--- src/rtl/expr_pkg.sv ---
// Shared types, ASCII constants and helpers for the streaming expression evaluator.
package expr_pkg;

  typedef enum logic [2:0] {
    S_IDLE   = 3'd0,
    S_READ   = 3'd1,
    S_REDUCE = 3'd2,
    S_FINISH = 3'd3,
    S_DONE   = 3'd4
  } state_t;

  typedef enum logic [1:0] {
    OP_LPAREN = 2'd0,
    OP_ADD    = 2'd1,
    OP_SUB    = 2'd2,
    OP_MUL    = 2'd3
  } op_t;

  typedef enum logic [1:0] {
    ERR_NONE     = 2'd0,
    ERR_PAREN    = 2'd1,
    ERR_SYNTAX   = 2'd2,
    ERR_OVERFLOW = 2'd3
  } err_t;

  localparam int OP_W = 2;

  localparam logic [7:0] CH_NUL    = 8'h00;
  localparam logic [7:0] CH_SPACE  = 8'h20;
  localparam logic [7:0] CH_LPAREN = 8'h28;
  localparam logic [7:0] CH_RPAREN = 8'h29;
  localparam logic [7:0] CH_STAR   = 8'h2A;
  localparam logic [7:0] CH_PLUS   = 8'h2B;
  localparam logic [7:0] CH_MINUS  = 8'h2D;
  localparam logic [7:0] CH_0      = 8'h30;
  localparam logic [7:0] CH_9      = 8'h39;
  localparam logic [7:0] CH_EQ     = 8'h3D;

  // '(' binds weakest so it acts as a barrier for reductions.
  function automatic logic [1:0] prec(input op_t op);
    case (op)
      OP_MUL:         return 2'd2;
      OP_ADD, OP_SUB: return 2'd1;
      default:        return 2'd0;
    endcase
  endfunction

  function automatic op_t char_to_op(input logic [7:0] c);
    case (c)
      CH_MINUS:  return OP_SUB;
      CH_STAR:   return OP_MUL;
      CH_LPAREN: return OP_LPAREN;
      default:   return OP_ADD;
    endcase
  endfunction

endpackage

--- src/rtl/expr_stream_evaluator_lifo_stack.sv ---
// LIFO stack exposing the top two entries; fold replaces those two with din in one cycle.
module lifo_stack #(
  parameter int WIDTH = 32,
  parameter int DEPTH = 16,
  localparam int CW = $clog2(DEPTH + 1),
  localparam int AW = $clog2(DEPTH)
) (
  input  logic             clk,
  input  logic             rst_n,
  input  logic             clear,
  input  logic             push,
  input  logic             pop,
  input  logic             fold,
  input  logic [WIDTH-1:0] din,
  output logic [WIDTH-1:0] top,
  output logic [WIDTH-1:0] second,
  output logic [CW-1:0]    count,
  output logic             full,
  output logic             empty
);

  logic [WIDTH-1:0] mem_q [DEPTH];
  logic [CW-1:0]    count_q, count_d;
  logic [CW-1:0]    top_ptr_s, sec_ptr_s;
  logic [AW-1:0]    wr_idx_s;
  logic             wr_en_s;

  assign top_ptr_s = count_q - CW'(32'd1);
  assign sec_ptr_s = count_q - CW'(32'd2);
  assign empty     = (count_q == '0);
  assign full      = (count_q == CW'(DEPTH));
  assign count     = count_q;
  assign top       = empty ? '0 : mem_q[top_ptr_s[AW-1:0]];
  assign second    = (count_q < CW'(32'd2)) ? '0 : mem_q[sec_ptr_s[AW-1:0]];

  // Pointer update and write selection; illegal requests leave contents untouched.
  always_comb begin
    count_d  = count_q;
    wr_en_s  = 1'b0;
    wr_idx_s = top_ptr_s[AW-1:0];
    if (clear) begin
      count_d = '0;
    end else if (fold) begin
      if (count_q >= CW'(32'd2)) begin
        wr_en_s  = 1'b1;
        wr_idx_s = sec_ptr_s[AW-1:0];
        count_d  = count_q - CW'(32'd1);
      end else begin
        count_d = count_q;
      end
    end else if (push && pop) begin
      if (!empty) begin
        wr_en_s  = 1'b1;
        wr_idx_s = top_ptr_s[AW-1:0];
      end else begin
        wr_en_s = 1'b0;
      end
    end else if (push) begin
      if (!full) begin
        wr_en_s  = 1'b1;
        wr_idx_s = count_q[AW-1:0];
        count_d  = count_q + CW'(32'd1);
      end else begin
        wr_en_s = 1'b0;
      end
    end else if (pop) begin
      if (!empty) begin
        count_d = count_q - CW'(32'd1);
      end else begin
        count_d = count_q;
      end
    end else begin
      count_d = count_q;
    end
  end

  // Occupancy register.
  always_ff @(posedge clk) begin
    if (!rst_n) begin
      count_q <= '0;
    end else begin
      count_q <= count_d;
    end
  end

  // Storage; validity is tracked by count_q alone.
  always_ff @(posedge clk) begin
    if (wr_en_s) begin
      mem_q[wr_idx_s] <= din;
    end
  end

endmodule

--- src/rtl/expr_stream_evaluator.sv ---
// Streaming infix evaluator: shunting-yard over an operator stack and a value stack,
// reducing one operator per cycle.
module expr_stream_evaluator
  import expr_pkg::*;
#(
  parameter int WIDTH = 32,
  parameter int DEPTH = 16
) (
  input  logic             clk,
  input  logic             rst_n,
  input  logic             start,
  input  logic             in_valid,
  input  logic [7:0]       in_char,
  output logic             in_ready,
  output logic             busy,
  output logic             done,
  output logic [WIDTH-1:0] result,
  output logic             error,
  output logic [1:0]       err_code
);

  localparam int CW = $clog2(DEPTH + 1);

  state_t           state_q, state_d;
  logic [WIDTH-1:0] acc_q, acc_d;
  logic             num_q, num_d;
  op_t              pend_op_q, pend_op_d;
  logic             pend_rp_q, pend_rp_d;
  logic [WIDTH-1:0] result_q, result_d;
  logic             error_q, error_d;
  err_t             err_code_q, err_code_d;
  logic             done_q, done_d;
  logic             busy_q, busy_d;
  logic             in_ready_q, in_ready_d;

  logic             clr_s, val_push_s, val_fold_s, op_push_s, op_pop_s;
  logic [WIDTH-1:0] val_din_s, val_top_s, val_sec_s, alu_s;
  logic [CW-1:0]    val_cnt_s, op_cnt_s;
  logic             val_full_s, val_empty_s, op_full_s, op_empty_s;
  op_t              op_din_s, op_top_s, op_sec_s, in_op_s;
  logic [OP_W-1:0]  op_top_raw_s, op_sec_raw_s;
  logic             is_digit_s, need_reduce_s, fail_s;
  err_t             fail_code_s;

  lifo_stack #(.WIDTH(WIDTH), .DEPTH(DEPTH)) u_val_stack (
    .clk    (clk),
    .rst_n  (rst_n),
    .clear  (clr_s),
    .push   (val_push_s),
    .pop    (1'b0),
    .fold   (val_fold_s),
    .din    (val_din_s),
    .top    (val_top_s),
    .second (val_sec_s),
    .count  (val_cnt_s),
    .full   (val_full_s),
    .empty  (val_empty_s)
  );

  lifo_stack #(.WIDTH(OP_W), .DEPTH(DEPTH)) u_op_stack (
    .clk    (clk),
    .rst_n  (rst_n),
    .clear  (clr_s),
    .push   (op_push_s),
    .pop    (op_pop_s),
    .fold   (1'b0),
    .din    (op_din_s),
    .top    (op_top_raw_s),
    .second (op_sec_raw_s),
    .count  (op_cnt_s),
    .full   (op_full_s),
    .empty  (op_empty_s)
  );

  assign op_top_s      = op_t'(op_top_raw_s);
  assign op_sec_s      = op_t'(op_sec_raw_s);
  assign is_digit_s    = (in_char >= CH_0) && (in_char <= CH_9);
  assign in_op_s       = char_to_op(in_char);
  assign need_reduce_s = !op_empty_s && (prec(op_top_s) >= prec(in_op_s));

  // a op b with a = second value, b = top value.
  always_comb begin
    alu_s = '0;
    case (op_top_s)
      OP_ADD:  alu_s = val_sec_s + val_top_s;
      OP_SUB:  alu_s = val_sec_s - val_top_s;
      OP_MUL:  alu_s = val_sec_s * val_top_s;
      default: alu_s = '0;
    endcase
  end

  // State register.
  always_ff @(posedge clk) begin
    if (!rst_n) begin
      state_q <= S_IDLE;
    end else begin
      state_q <= state_d;
    end
  end

  // Next state and stack control; any detected fault overrides to DONE with stacks frozen.
  always_comb begin
    state_d     = state_q;
    acc_d       = acc_q;
    num_d       = num_q;
    pend_op_d   = pend_op_q;
    pend_rp_d   = pend_rp_q;
    result_d    = result_q;
    error_d     = error_q;
    err_code_d  = err_code_q;
    done_d      = 1'b0;
    clr_s       = 1'b0;
    val_push_s  = 1'b0;
    val_fold_s  = 1'b0;
    val_din_s   = acc_q;
    op_push_s   = 1'b0;
    op_pop_s    = 1'b0;
    op_din_s    = in_op_s;
    fail_s      = 1'b0;
    fail_code_s = ERR_NONE;
    case (state_q)
      S_IDLE, S_DONE: begin
        if (start) begin
          clr_s      = 1'b1;
          acc_d      = '0;
          num_d      = 1'b0;
          result_d   = '0;
          error_d    = 1'b0;
          err_code_d = ERR_NONE;
          state_d    = S_READ;
        end else begin
          state_d = state_q;
        end
      end
      S_READ: begin
        if (in_valid && is_digit_s) begin
          acc_d = acc_q * WIDTH'(32'd10) + WIDTH'(in_char[3:0]);
          num_d = 1'b1;
        end else if (in_valid) begin
          if (num_q) begin
            acc_d = '0;
            num_d = 1'b0;
            if (val_full_s) begin
              fail_s      = 1'b1;
              fail_code_s = ERR_OVERFLOW;
            end else begin
              val_push_s = 1'b1;
            end
          end else begin
            num_d = 1'b0;
          end
          case (in_char)
            CH_SPACE: begin
              state_d = S_READ;
            end
            CH_LPAREN: begin
              if (op_full_s) begin
                fail_s      = 1'b1;
                fail_code_s = ERR_OVERFLOW;
              end else begin
                op_push_s = 1'b1;
              end
            end
            CH_PLUS, CH_MINUS, CH_STAR: begin
              if (need_reduce_s) begin
                pend_op_d = in_op_s;
                pend_rp_d = 1'b0;
                state_d   = S_REDUCE;
              end else if (op_full_s) begin
                fail_s      = 1'b1;
                fail_code_s = ERR_OVERFLOW;
              end else begin
                op_push_s = 1'b1;
              end
            end
            CH_RPAREN: begin
              if (op_empty_s) begin
                fail_s      = 1'b1;
                fail_code_s = ERR_PAREN;
              end else if (op_top_s == OP_LPAREN) begin
                op_pop_s = 1'b1;
              end else begin
                pend_rp_d = 1'b1;
                state_d   = S_REDUCE;
              end
            end
            CH_NUL, CH_EQ: begin
              state_d = S_FINISH;
            end
            default: begin
              fail_s      = 1'b1;
              fail_code_s = ERR_SYNTAX;
            end
          endcase
        end else begin
          state_d = S_READ;
        end
      end
      S_REDUCE: begin
        if (pend_rp_q) begin
          if (op_empty_s) begin
            fail_s      = 1'b1;
            fail_code_s = ERR_PAREN;
          end else if (op_top_s == OP_LPAREN) begin
            op_pop_s = 1'b1;
            state_d  = S_READ;
          end else if (val_cnt_s < CW'(32'd2)) begin
            fail_s      = 1'b1;
            fail_code_s = ERR_SYNTAX;
          end else begin
            val_fold_s = 1'b1;
            val_din_s  = alu_s;
            op_pop_s   = 1'b1;
          end
        end else if (val_cnt_s < CW'(32'd2)) begin
          fail_s      = 1'b1;
          fail_code_s = ERR_SYNTAX;
        end else begin
          val_fold_s = 1'b1;
          val_din_s  = alu_s;
          op_pop_s   = 1'b1;
          // Look one entry down so the pending operator lands in the same cycle as the last reduce.
          if (op_cnt_s >= CW'(32'd2) && prec(op_sec_s) >= prec(pend_op_q)) begin
            state_d = S_REDUCE;
          end else begin
            op_push_s = 1'b1;
            op_din_s  = pend_op_q;
            state_d   = S_READ;
          end
        end
      end
      S_FINISH: begin
        if (op_empty_s) begin
          if (!val_empty_s && val_cnt_s == CW'(32'd1)) begin
            result_d = val_top_s;
            done_d   = 1'b1;
            state_d  = S_DONE;
          end else begin
            fail_s      = 1'b1;
            fail_code_s = ERR_SYNTAX;
          end
        end else if (op_top_s == OP_LPAREN) begin
          fail_s      = 1'b1;
          fail_code_s = ERR_PAREN;
        end else if (val_cnt_s < CW'(32'd2)) begin
          fail_s      = 1'b1;
          fail_code_s = ERR_SYNTAX;
        end else begin
          val_fold_s = 1'b1;
          val_din_s  = alu_s;
          op_pop_s   = 1'b1;
          if (op_cnt_s == CW'(32'd1)) begin
            if (val_cnt_s == CW'(32'd2)) begin
              result_d = alu_s;
              done_d   = 1'b1;
              state_d  = S_DONE;
            end else begin
              fail_s      = 1'b1;
              fail_code_s = ERR_SYNTAX;
            end
          end else begin
            state_d = S_FINISH;
          end
        end
      end
      default: begin
        state_d = S_IDLE;
      end
    endcase
    if (fail_s) begin
      val_push_s = 1'b0;
      val_fold_s = 1'b0;
      op_push_s  = 1'b0;
      op_pop_s   = 1'b0;
      result_d   = '0;
      error_d    = 1'b1;
      err_code_d = fail_code_s;
      done_d     = 1'b1;
      state_d    = S_DONE;
    end else begin
      error_d = error_d;
    end
  end

  // Handshake/status outputs decoded from the next state so they can be registered.
  always_comb begin
    busy_d     = 1'b0;
    in_ready_d = 1'b0;
    case (state_d)
      S_READ: begin
        busy_d     = 1'b1;
        in_ready_d = 1'b1;
      end
      S_REDUCE, S_FINISH: begin
        busy_d = 1'b1;
      end
      default: begin
        busy_d = 1'b0;
      end
    endcase
  end

  // Datapath and output registers.
  always_ff @(posedge clk) begin
    if (!rst_n) begin
      acc_q      <= '0;
      num_q      <= 1'b0;
      pend_op_q  <= OP_ADD;
      pend_rp_q  <= 1'b0;
      result_q   <= '0;
      error_q    <= 1'b0;
      err_code_q <= ERR_NONE;
      done_q     <= 1'b0;
      busy_q     <= 1'b0;
      in_ready_q <= 1'b0;
    end else begin
      acc_q      <= acc_d;
      num_q      <= num_d;
      pend_op_q  <= pend_op_d;
      pend_rp_q  <= pend_rp_d;
      result_q   <= result_d;
      error_q    <= error_d;
      err_code_q <= err_code_d;
      done_q     <= done_d;
      busy_q     <= busy_d;
      in_ready_q <= in_ready_d;
    end
  end

  assign in_ready = in_ready_q;
  assign busy     = busy_q;
  assign done     = done_q;
  assign result   = result_q;
  assign error    = error_q;
  assign err_code = err_code_q;

endmodule

--- config.mk ---
export PLATFORM = sky130hd
export DESIGN_NAME = expr_stream_evaluator
export DESIGN_NICKNAME = d
export VERILOG_FILES = /design/src/rtl/expr_pkg.sv /design/src/rtl/expr_stream_evaluator_lifo_stack.sv /design/src/rtl/expr_stream_evaluator.sv
export SDC_FILE = /design/constraint.sdc
export NUM_CORES = 2
export LEC_CHECK = 0
export ABC_AREA = 1
export BUFFER_PORTS_ARGS = -buffer_cell sky130_fd_sc_hd__buf_2
export CAP_MARGIN = 10
export CORE_MARGIN = 2
export CORE_UTILIZATION = 40
export CTS_BUF_LIST = sky130_fd_sc_hd__clkbuf_4
export CTS_CLUSTER_SIZE = 8
export DETAILED_ROUTE_END_ITERATION = 7
export GPL_ROUTABILITY_DRIVEN = 1
export PLACE_DENSITY = 0.61
export SKIP_LAST_GASP = 1
export SLEW_MARGIN = 0
export SYNTH_ARGS = -nofsm -noshare
export SYNTH_HDL_FRONTEND = slang
export SYNTH_SLANG_ARGS = --single-unit
--- constraint.sdc ---
create_clock -name clk -period 24.8 [get_ports clk]
set_input_delay 1.24 -clock clk [delete_from_list [all_inputs] [get_ports clk]]
set_output_delay 1.24 -clock clk [all_outputs]
set_load 0.01 [all_outputs]
==> metrics.sh <==
MIN-DELAY-PATH-CLASS='in -> reg'
FINAL_ANTENNA_NET_COUNT=0
CTS-ROOT-BUF='sky130_fd_sc_hd__clkbuf_4'
CTS_INSERTED_BUFFERS=163
FINAL_CELL_COUNT_NO_FILL=8744
SETUP-VIOLATIONS-FINAL=0
SYNTHFLOPTYPE='sky130_fd_sc_hd__edfxtp_1'
POST-CTS-SETUP-BUFFER-COUNT=0
OUTCOME='finished, final reports clean'
DETAIL_ROUTE.FIRST_PASS.ITERATIONS=8
CELLPOWERDENSITY_nW_PER_UM2=36.1
GR-USAGE-ALL-LAYERS=0.289
POST_SYNTH.CELL_AREA_AVG_SQ_UM=7.97
AREA_OF_COMBINATIONAL_CELLS_WITH_MULTIPLE_INPUTS_SQ_UM=31500
SETUP.WORST_PATH.END_CLASS='register'
PLACEMENT_ROWS=135
WORST_SLEW_MARGIN_REL=0.253
STDCELL_AREA_SQ_UM=58600
NUMBER_OF_GATES_GIVEN_A_NEW_DRIVE_STRENGTH_AFTER_CTS=0
POWER.TOTAL_W=0.00211
RSZ0062_AT_GRT='false'
LAYOUT.FILLER_CELLS=13500
PLACE_HPWL_UM=140000
COMPOUND_CELL_AREA_SHARE_OF_THE_YOSYS_NETLIST=0.121
GRT_PASS1_VIAS=47200
SYNTHESIS.INSTANCES=6877
DIE_H_UM=374
SYNTHARSTFLOPSHARE=0
DRV_SLEW=0
POSTPLACECELLAREA_SQ_UM=56500
COMBINATIONAL_FAMILY_WITH_THE_MOST_AREA_AFTER_SYNTHESIS='simple AND/OR/NAND/NOR gates'
CAP_VIOLATIONS=0
PATH_CLK_SLEW_PS=60
PEAKVDDDROP_mV=0.0426
TIMING_WORST_SETUP_PATH_TYPE='reg -> reg'
NETLIST-CELL-TYPE-COUNT=71
SYNTH_ENABLE_FLOP_CELLS=544
CLOCK_SKEW_PS=84.6
SYNTH.MUX.AREA_FRACTION=0
GRT_START_MAX_NET_PINS=229
SYNTH_SEQ_AREA_SHARE=0.330
H-TREE-DEPTH=4
FF_LATCH_AREA_SQ_UM=18100
CRIT_PATH_FREQUENT_CELL='sky130_fd_sc_hd__nand2_1'
GRT_ANTENNA_BEFORE_REPAIR=8
PLACEDCELLCOUNT=8449
TRITONCTS_CLOCK_TREE='built'
FINALHOLDWORSTSLACK_PS=447
WORST_SKEW_LATE_LATENCY_PS=1150
CORE_AREA_SQ_UM=136000
CRITPATHMAXSTAGEDELAY_PS=1050
SYNTH.FF_LATCH_COUNT=631
CRITICAL_PATH_ARRIVAL_PS=13730
TRITONCTS_NUM_SINKS=631
HOLD_VIOL_FINAL=0
DR_TOTAL_VIAS=50100
FIN_CRIT_PS=12950
SYNTH.CELL_AREA_SQ_UM=54800
SETUP_TNS_PS=0
CRIT_REQUIRED_PS=25580
ROUTED_VIA_DENSITY=5.73
PIN_COUNT=50
SYNTHSIMPLEGATEAREAFRAC=0.229
DRT_FIRST_ITER_VIOLATIONS=6769
SYNTH_ADDER_AREA_SHARE=0.205
TIGHTESTPINTRANSITION_PS=1120
START_UTIL=0.404
HOLDBUFCOUNTCTS=0
CRITICAL_PATH.SLOWEST_CELL='sky130_fd_sc_hd__inv_1'
ROUTED_WL_UM=205000
DRC=0
GLOBALROUTE.TOTALOVERFLOW=0
XOR_XNOR_CELL_AREA_SHARE_OF_THE_YOSYS_NETLIST=0.0150
NNETSFINAL=7497
HORIZONTAL_DIE_DIMENSION_UM=374
DIE_AREA_SQ_UM=140000
ACHIEVABLE-FREQUENCY_MHz=77.2
CRITICAL_PATH.STARTPOINT_TYPE='register'
P_LEAK_nW=25.1
FIRST_PASS_GRT_WIRE_LENGTH_UM=303000
GP_CONGESTION=0.999
PORT_BUFFERS=49
CRIT_PATH_MAX_FANOUT=48
AREA_GROWTH_PCT=7.00
CTS-ROOT-TO-SINK-BUFFERS=3
ROUTED_WIRE_LENGTH_PER_INSTANCE_UM=23.4
POST-ROUTE-PERIOD-UTIL=0.522
SYN-NUM-NETS=7539
FRACTION_OF_LAYOUT_INSTANCES_USING_A_DRIVE_STRENGTH_ABOVE_1=0.0821
YOSYS_WARN_COUNT=0
## where the power goes
part	switching, W	internal, W
Clock	0.000459	0.000473
Combinational	0.0000330	0.0000126
Sequential	0.000000620	0.00114
Total	0.000493	0.00162
## layout make-up
| cell class | instances | share of cell area |
|---|---|---|
| Inverter | 972 | 0.0625 |
| Antenna cell | 6 | 0.000256 |
| Multi-Input combinational cell | 4923 | 0.538 |
| Clock inverter | 49 | 0.00529 |
| Timing Repair Buffer | 144 | 0.0170 |
| Tap cell | 1781 | 0.0380 |
| Sequential cell | 631 | 0.309 |
| Clock buffer | 238 | 0.0305 |
## state kept, by name, indices dropped and copies added, names as in the netlist, 2 cells and up
register and count:
u_val_stack.mem_q 512, acc_q 32, result 32, u_op_stack.mem_q 32, u_op_stack.count 5, u_val_stack.count 5, state_q 3, err_code 2
pend_op_q 2
## cells in the final DEF, fill, tap and decap left out, types with 22 or more instances in the layout
master / synthesis / final
sky130_fd_sc_hd__ha_1: 239 / 237
sky130_fd_sc_hd__inv_1: 910 / 908
sky130_fd_sc_hd__nor3_1: 23 / 23
sky130_fd_sc_hd__clkbuf_4: 0 / 238
sky130_fd_sc_hd__edfxtp_1: 544 / 544
sky130_fd_sc_hd__a21oi_1: 406 / 406
sky130_fd_sc_hd__nand2_1: 1469 / 1469
sky130_fd_sc_hd__o21ai_0: 456 / 454
sky130_fd_sc_hd__inv_2: 47 / 49
sky130_fd_sc_hd__nand4_1: 27 / 27
sky130_fd_sc_hd__o211ai_1: 117 / 117
sky130_fd_sc_hd__nor2_4: 6 / 22
sky130_fd_sc_hd__clkinv_1: 12 / 43
sky130_fd_sc_hd__o21ai_1: 49 / 50
sky130_fd_sc_hd__buf_2: 120 / 49
sky130_fd_sc_hd__buf_4: 49 / 92
sky130_fd_sc_hd__xor2_1: 67 / 67
sky130_fd_sc_hd__nand3_1: 601 / 600
sky130_fd_sc_hd__nand3_2: 22 / 23
sky130_fd_sc_hd__fa_1: 411 / 411
sky130_fd_sc_hd__dfxtp_1: 87 / 85
sky130_fd_sc_hd__nor2_1: 793 / 774
## cell families (layout without fill, tap and decap cells)
| logic type | after synthesis | in the layout |
|---|---|---|
| other cells | 0 | 6 |
| flops | 631 | 631 |
| fa+ha+maj | 650 | 650 |
| buf+inv | 1323 | 1403 |
| simple gates | 3005 | 3005 |
| compound gates | 1179 | 1179 |
| xor+xnor | 89 | 89 |
## through the flow
stage	util	worst slack, ps
2_1_floorplan	-	15560
3_3_place_gp	0.416	12510
3_5_place_dp	0.416	12370
4_1_cts	0.432	12210
5_1_grt	0.432	11200
6_report	0.432	11850
## worst max-delay path: cells and delay by family, from the launching register on
family	cells	cell delay, ps
buf+inv	11	2820
compound gates	9	2260
fa+ha+maj	10	4210
flops	1	790
simple gates	13	2450
## path summary, 6_finish.rpt
check | start | endpoint | slack (ps) | cells after the start
max | u_val_stack.count[1] | u_val_stack.mem_q[14][29] | 11850 | 43
min reg2reg | result[3] | result[3] | 470 | 2
max reg2reg | u_val_stack.count[1] | u_val_stack.mem_q[14][29] | 11850 | 43
min | rst_n | num_q | 450 | 2
## per-layer routing
metal,routed length [um],track usage,vias up
li1,-,-,22500
met1,83700,0.399,24200
met2,88200,0.433,2946
met3,22700,0.0578,519
met4,10300,0.138,2
met5,12,0,-
## synth_stat cells (23+ instances only)
cell	count	share of area
sky130_fd_sc_hd__a21oi_1	406	0.037
sky130_fd_sc_hd__buf_1	29	0.0020
sky130_fd_sc_hd__buf_2	120	0.011
sky130_fd_sc_hd__buf_4	49	0.0067
sky130_fd_sc_hd__clkbuf_1	130	0.0089
sky130_fd_sc_hd__dfxtp_1	87	0.032
sky130_fd_sc_hd__edfxtp_1	544	0.30
sky130_fd_sc_hd__fa_1	411	0.15
sky130_fd_sc_hd__ha_1	239	0.055
sky130_fd_sc_hd__inv_1	910	0.062
sky130_fd_sc_hd__inv_2	47	0.0032
sky130_fd_sc_hd__nand2_1	1469	0.10
sky130_fd_sc_hd__nand3_1	601	0.055
sky130_fd_sc_hd__nand4_1	27	0.0031
sky130_fd_sc_hd__nor2_1	793	0.054
sky130_fd_sc_hd__nor3_1	23	0.0021
sky130_fd_sc_hd__o211ai_1	117	0.016
sky130_fd_sc_hd__o21ai_0	456	0.042
sky130_fd_sc_hd__o21ai_1	49	0.0045
sky130_fd_sc_hd__xor2_1	67	0.011
Power figures use the tool's default switching activity.
